<file path="src/rtl/flash_sr_target_if.sv">
// flash_sr_target_if: SPI pin bundle between a flash-style initiator and
// the flash_sr_target responder.
//   spi_mosi  initiator -> target data
//   spi_clk   SPI clock, mode 0 (idles low, sampled on rise)
//   spi_cs_n  chip select, active low
//   spi_miso  target -> initiator data
// master: the initiator side; slave: the target side.
interface flash_sr_target_if;
  logic spi_mosi;
  logic spi_clk;
  logic spi_cs_n;
  logic spi_miso;

  modport master (output spi_mosi, output spi_clk, output spi_cs_n, input spi_miso);
  modport slave  (input spi_mosi, input spi_clk, input spi_cs_n, output spi_miso);
endinterface

</file>
<file path="src/rtl/flash_sr_target.sv">
// flash_sr_target: flash-like SPI target that implements the status-register
// lock protocol (WREN 0x06, volatile enable 0x50, WRSR 0x01, RDSR1 0x05,
// RDSR2 0x35). All SPI pins are oversampled on clk.
//   clk     system clock
//   rst_n   synchronous active-low reset
//   spi     SPI pins (slave modport); spi_miso is registered
//   sr1     SR1 as returned by RDSR1: {bits[7:2], wel, 0}
//   sr2     SR2 image
//   wr_stb  one-cycle pulse when a WRSR commits
//   wr_vol  qualifies wr_stb: 1 = enabled by 0x50, 0 = enabled by 0x06
module flash_sr_target #(
  parameter logic [7:0] SR1_INIT = 8'h00,
  parameter logic [7:0] SR2_INIT = 8'h00
) (
  input  logic                 clk,
  input  logic                 rst_n,
  flash_sr_target_if.slave     spi,
  output logic [7:0]           sr1,
  output logic [7:0]           sr2,
  output logic                 wr_stb,
  output logic                 wr_vol
);

  typedef enum logic [2:0] {ST_IDLE, ST_CMD, ST_WRSR, ST_READ, ST_IGNORE} state_t;

  state_t state_reg, state_next;

  // Input synchronizers, edge-detect registers and registered strobes.
  logic [1:0] mosi_sync, sclk_sync, cs_sync;
  logic       sclk_d, cs_d;
  logic       rise, fall, cs_fall, cs_rise;
  // settle fills with ones once the synchronizer pipeline holds real pin
  // values; armed is only set after CS has been seen high, so a CS that is
  // already low when reset releases does not open a frame.
  logic [2:0] settle;
  logic       armed;

  always_ff @(posedge clk) begin
    if (!rst_n) begin
      mosi_sync <= 2'b00;
      sclk_sync <= 2'b00;
      cs_sync   <= 2'b11;
      sclk_d    <= 1'b0;
      cs_d      <= 1'b1;
      rise      <= 1'b0;
      fall      <= 1'b0;
      cs_fall   <= 1'b0;
      cs_rise   <= 1'b0;
      settle    <= 3'b000;
      armed     <= 1'b0;
    end else begin
      mosi_sync <= {mosi_sync[0], spi.spi_mosi};
      sclk_sync <= {sclk_sync[0], spi.spi_clk};
      cs_sync   <= {cs_sync[0], spi.spi_cs_n};
      sclk_d    <= sclk_sync[1];
      cs_d      <= cs_sync[1];
      rise      <= sclk_sync[1] & ~sclk_d;
      fall      <= ~sclk_sync[1] & sclk_d;
      cs_fall   <= armed & cs_d & ~cs_sync[1];
      cs_rise   <= ~cs_d & cs_sync[1];
      settle    <= {settle[1:0], 1'b1};
      if (settle[2] && cs_d && cs_sync[1]) armed <= 1'b1;
    end
  end

  // Frame and status state.
  logic [2:0] bit_cnt;
  logic [1:0] byte_idx;
  logic [6:0] rx_sh;
  logic [7:0] op;
  logic [5:0] byte1;
  logic [7:0] byte2;
  logic [6:0] tx_sh;
  logic [2:0] tx_cnt;
  logic       miso;
  logic [5:0] sr1_bits;
  logic [7:0] sr2_reg;
  logic       wel, vwe;

  logic [7:0] rx_byte;
  logic [7:0] sr1_read;
  logic [7:0] read_val;
  logic       exact8;
  logic       commit;

  assign rx_byte  = {rx_sh, mosi_sync[1]};
  assign sr1_read = {sr1_bits, wel, 1'b0};
  assign read_val = (op == 8'h35) ? sr2_reg : sr1_read;
  assign exact8   = (byte_idx == 2'd1) && (bit_cnt == 3'd0);
  // Whole bytes only, at least one data byte, and an enable present.
  assign commit   = (state_reg == ST_WRSR) && (op == 8'h01) && (bit_cnt == 3'd0) &&
                    (byte_idx >= 2'd2) && (wel | vwe);

  assign sr1          = sr1_read;
  assign sr2          = sr2_reg;
  assign spi.spi_miso = miso;

  always_ff @(posedge clk) begin
    if (!rst_n) state_reg <= ST_IDLE;
    else        state_reg <= state_next;
  end

  always_comb begin
    state_next = state_reg;
    case (state_reg)
      ST_IDLE: if (cs_fall) state_next = ST_CMD;
      ST_CMD: begin
        if (rise && bit_cnt == 3'd7) begin
          case (rx_byte)
            8'h06, 8'h50, 8'h01: state_next = ST_WRSR;
            8'h05, 8'h35:        state_next = ST_READ;
            default:             state_next = ST_IGNORE;
          endcase
        end
      end
      default: ;
    endcase
    if (cs_fall) state_next = ST_CMD;
    // Deassert wins over any coincident SPI clock edge.
    if (cs_rise) state_next = ST_IDLE;
  end

  always_ff @(posedge clk) begin
    if (!rst_n) begin
      bit_cnt  <= 3'd0;
      byte_idx <= 2'd0;
      rx_sh    <= 7'd0;
      op       <= 8'h00;
      byte1    <= 6'd0;
      byte2    <= 8'h00;
      tx_sh    <= 7'd0;
      tx_cnt   <= 3'd0;
      miso     <= 1'b0;
      sr1_bits <= SR1_INIT[7:2];
      sr2_reg  <= SR2_INIT;
      wel      <= 1'b0;
      vwe      <= 1'b0;
      wr_stb   <= 1'b0;
      wr_vol   <= 1'b0;
    end else begin
      wr_stb <= 1'b0;
      if (cs_rise) begin
        miso <= 1'b0;
        if (state_reg == ST_WRSR) begin
          if (op == 8'h06 && exact8) wel <= 1'b1;
          if (op == 8'h50 && exact8) vwe <= 1'b1;
          if (op == 8'h01) begin
            if (commit) begin
              sr1_bits <= byte1;
              if (byte_idx == 2'd3) sr2_reg <= byte2;
              wr_stb <= 1'b1;
              wr_vol <= vwe;
            end
            // Any WRSR attempt consumes both enables.
            wel <= 1'b0;
            vwe <= 1'b0;
          end
        end
      end else if (cs_fall) begin
        bit_cnt  <= 3'd0;
        byte_idx <= 2'd0;
        tx_cnt   <= 3'd0;
        miso     <= 1'b0;
      end else if (state_reg != ST_IDLE) begin
        if (rise) begin
          rx_sh   <= rx_byte[6:0];
          bit_cnt <= bit_cnt + 3'd1;
          if (bit_cnt == 3'd7) begin
            case (byte_idx)
              2'd0:    op    <= rx_byte;
              2'd1:    byte1 <= rx_byte[7:2];
              2'd2:    byte2 <= rx_byte;
              default: ;
            endcase
            if (byte_idx != 2'd3) byte_idx <= byte_idx + 2'd1;
          end
        end
        if (fall) begin
          if (state_reg == ST_READ) begin
            // tx_cnt wraps every 8 bits, reloading the live status value.
            if (tx_cnt == 3'd0) begin
              tx_sh <= read_val[6:0];
              miso  <= read_val[7];
            end else begin
              tx_sh <= {tx_sh[5:0], 1'b0};
              miso  <= tx_sh[6];
            end
            tx_cnt <= tx_cnt + 3'd1;
          end else begin
            miso <= 1'b0;
          end
        end
      end
    end
  end

endmodule

</file>
<file path="src/flat_wrapper.sv">
// flat-port wrapper written by rule: the top's interface ports become plain ports
module flash_sr_target_flat 
#(
  parameter logic [7:0] SR1_INIT = 8'h00,
  parameter logic [7:0] SR2_INIT = 8'h00
)
  (clk, rst_n, sr1, sr2, wr_stb, wr_vol, spi_spi_mosi, spi_spi_clk, spi_spi_cs_n, spi_spi_miso);
  flash_sr_target_if spi_i ();
  input  logic clk;
  input  logic rst_n;
  output logic [7:0] sr1;
  output logic [7:0] sr2;
  output logic wr_stb;
  output logic wr_vol;
  input wire logic [$bits(spi_i.spi_mosi)-1:0] spi_spi_mosi;
  input wire logic [$bits(spi_i.spi_clk)-1:0] spi_spi_clk;
  input wire logic [$bits(spi_i.spi_cs_n)-1:0] spi_spi_cs_n;
  output wire logic [$bits(spi_i.spi_miso)-1:0] spi_spi_miso;
  assign spi_i.spi_mosi = spi_spi_mosi;
  assign spi_i.spi_clk = spi_spi_clk;
  assign spi_i.spi_cs_n = spi_spi_cs_n;
  assign spi_spi_miso = spi_i.spi_miso;
  flash_sr_target #(.SR1_INIT(SR1_INIT), .SR2_INIT(SR2_INIT)) u_core (.clk(clk), .rst_n(rst_n), .spi(spi_i), .sr1(sr1), .sr2(sr2), .wr_stb(wr_stb), .wr_vol(wr_vol));
endmodule
</file>
<file path="config.mk">
export PLATFORM = sky130hd
export DESIGN_NAME = flash_sr_target_flat
export DESIGN_NICKNAME = d
export VERILOG_FILES = /design/src/rtl/flash_sr_target_if.sv /design/src/rtl/flash_sr_target.sv /design/src/flat_wrapper.sv
export SDC_FILE = /design/constraint.sdc
export NUM_CORES = 1
export LEC_CHECK = 0
export BUFFER_PORTS_ARGS = -buffer_cell sky130_fd_sc_hd__clkbuf_2
export CORE_MARGIN = 1.5
export CORE_UTILIZATION = 45
export CTS_CLUSTER_SIZE = 14
export DETAILED_ROUTE_END_ITERATION = 12
export SLEW_MARGIN = 5
export SYNTH_ARGS = -nofsm -noshare
export SYNTH_HDL_FRONTEND = slang
export SYNTH_SLANG_ARGS = --single-unit
</file>
<file path="constraint.sdc">
create_clock -name clk -period 2.3 [get_ports clk]
set_input_delay 0.115 -clock clk [delete_from_list [all_inputs] [get_ports clk]]
set_output_delay 0.115 -clock clk [all_outputs]
set_load 0.01 [all_outputs]
</file>
==> run summary <==
Aggregate global routing overflow: 0
Synth Area in Adders: 0.0323
Critical Path RT: 2540 ps
Crit path kind: flop to flop
Minimum clock period after layout: 1760 ps
Final ANT Viol Nets: 0
WHS Endpoint: u_core.settle[0]
Final setup violation count: 0
Cell family with most CP delay: simple AND/OR/NAND/NOR gates
DRC viols: 0
Total Power: 2.55 mW
Slowest Stage Delay on Critical Path: 630 ps
Die Area: 8280 µm²
Cell Pwr Density: 658 nW/µm²
Final Util: 0.526
Worst path cell trace: inv_1 -> ha_1 -> nor2_1 -> or4_1 -> o21ai_0 -> a21oi_1
Area Growth Syn to Fin: 11.3%
Hold_buf cts: 3
EDFF count, synth: 0
PortBufs: 22
Critical Path Source Type: flop
# Post-CTS Setup Buffers: 0
Sequential cell area fraction in the yosys report: 0.471
Initial core utilization: 0.473
DRT Wirelength: 7.43 mm
Syn Area/Cell: 9.39 µm²
RSZ-0062 raised after global routing: no
Post-synthesis share of cell area spent on xor and xnor gates: 0.00251
R2r worst-path depth: 6
Reg-to-Reg Start: u_core.byte_idx[0]
Worst-Margin Slew: 709 ps
Area fraction in and, or, nand and nor cells after synthesis: 0.229
WP buf/inv: 1
Final Non-Filler Cells: 495
DRT Pass-1 Iters: 4
Avg WL per Cell: 15.0 µm
Slack of the critical path: 538 ps
Final Cycle Share: 0.766
CTS Sinks: 82
Synth Register Bits: 82
Fill cells: 732
Synth Flop Type: dfxtp_1
Largest family of logic cells by synthesized area: simple AND/OR/NAND/NOR gates
Max clock buf depth: 2
Vias in the first global route: 2,475
Gate Count Post-Synth: 371
Dpl hpwl: 5.34 mm
Placed inst area: 3640 µm²
Post-synth cell types: 52
Final Hold Viols: 0
Status: finished clean
First-pass GRT wire length: 12.5 mm
CTS resizes: 0
WHS: 110 ps
Drt initial violations: 107
H-tree depth: 3
Hold Crit Depth: 1
Num ports: 24
Initial antenna violation count: 0
TritonCTS clock tree: done
Setup TNS: 0 ps
Share of layout cells above drive strength 1: 0.144
Via count: 2,616
Placed cell count: 476
Via/cell ratio: 5.28
Hold path startpoint: rst_n
Arr. time, crit path: 2000 ps
RePlAce Congestion: 0.789
Fmax: 0.568 GHz
P_leak: 1.61 nW
Final #Nets: 405
CORE AREA: 7370 µm²
Worst Path Max Fanout: 8
Total track usage: 0.191
Clock slew at reported path FFs: 90 ps
Die width: 91.0 µm
Worst relative slew slack: 0.523
Crit-path slowest cell: or4_1
Syn_nets: 385
Ys Warns: 0
Max-cap viol count: 0
Mux cell area share after synthesis: 0.0923
Ant. Diodes: 0
CTS Buf Count: 9
Skew final: 11.6 ps
Crit end category: flop
Die outline height: 91.0 µm
DP Worst Slack: 547 ps
Mapped Area: 3480 µm²
Worst vdd ir: 283 µV
Slew Limit Fails: 0
FF-to-FF setup slack: 540 ps
Design area: 3880 µm²
CTS Root Cell: clkbuf_8
Largest net degree at the start of global routing: 37
Hold Path Class: input pin to flop
Worst-Skew Late Latency: 350 ps
Row count: 31
Asr flop ratio synth: 0
Capture point of the worst reg-to-reg path: u_core.sr2[3]
Compound-Gate Fraction of Synth Area: 0.124
==> Yosys cell counts, drive strengths merged, types with 2 or more instances <==
cell type | instances | share of area
nor2b | 2 | 0.0036
o21bai | 2 | 0.0043
nand4 | 5 | 0.019
and4b | 2 | 0.0061
buf | 13 | 0.025
and2 | 12 | 0.022
nor3 | 5 | 0.0072
dfxtp | 82 | 0.47
nand2b | 5 | 0.0090
nand3 | 18 | 0.026
or3 | 2 | 0.0036
nor2 | 45 | 0.048
a22oi | 3 | 0.0065
a211oi | 8 | 0.017
nor3b | 3 | 0.0065
and3 | 11 | 0.020
a21oi | 20 | 0.029
ha | 9 | 0.032
a31oi | 3 | 0.0054
nor4 | 4 | 0.011
clkbuf | 10 | 0.011
nand2 | 14 | 0.015
mux2i | 31 | 0.089
o21ai | 33 | 0.047
inv | 11 | 0.012
==> worst max-delay path by stage <==
stage,start,end,slack (ps),cells past startpoint
floorplan,u_core.bit_cnt[0],u_core.byte1[0],720,7
global placement,u_core.byte_idx[0],u_core.sr2[4],560,5
detailed placement,u_core.byte_idx[0],u_core.sr2[3],550,6
CTS,u_core.byte_idx[0],u_core.sr2[3],530,6
global route,u_core.byte_idx[0],u_core.sr2[0],370,6
finish,u_core.byte_idx[0],u_core.sr2[3],540,6
==> final cells by class <==
class	instances	area (µm²)	share of cell area
clock buffers	11	141	0.0365
clock inverters	5	62.6	0.0161
inverters	11	41.3	0.0106
multi-input cells	255	1680	0.432
flip-flops and latches	82	1640	0.423
well taps	99	124	0.0319
repair buffers	32	193	0.0497
==> layout by cell type (no fill, tap or decap), types with 9 or more instances in the layout <==
master    synthesis  layout
mux2i_1          31      31
ha_1              9       9
a21oi_1          20      20
nand2_1          14      14
clkbuf_8          0      10
clkbuf_2          0      22
o21ai_0          26      26
and2_1           12      12
nor2_1           45      45
inv_1            11      11
and3_1            9       9
dfxtp_1          82      82
nand3_1          18      18
==> report_power, final <==
part,switching [mW],internal (mW)
clock network,0.530,0.537
registers,0.00580,1.43
logic,0.0316,0.0169
total,0.568,1.98
==> per-layer routing <==
layer / track usage / vias to the layer above / wire, µm
met5: 0 / - / 0
li1: - / 1346 / -
met2: 0.275 / 46 / 3190
met3: 0.0327 / 7 / 264
met1: 0.281 / 1217 / 3890
met4: 0.0742 / 0 / 84
==> cells by family after synthesis <==
family	count (synthesis)
other cells	1
compound gates	74
flops	82
mux	32
xor+xnor	1
simple gates	138
buf+inv	34
fa+ha+maj	9
Power figures use the tool's default switching activity.
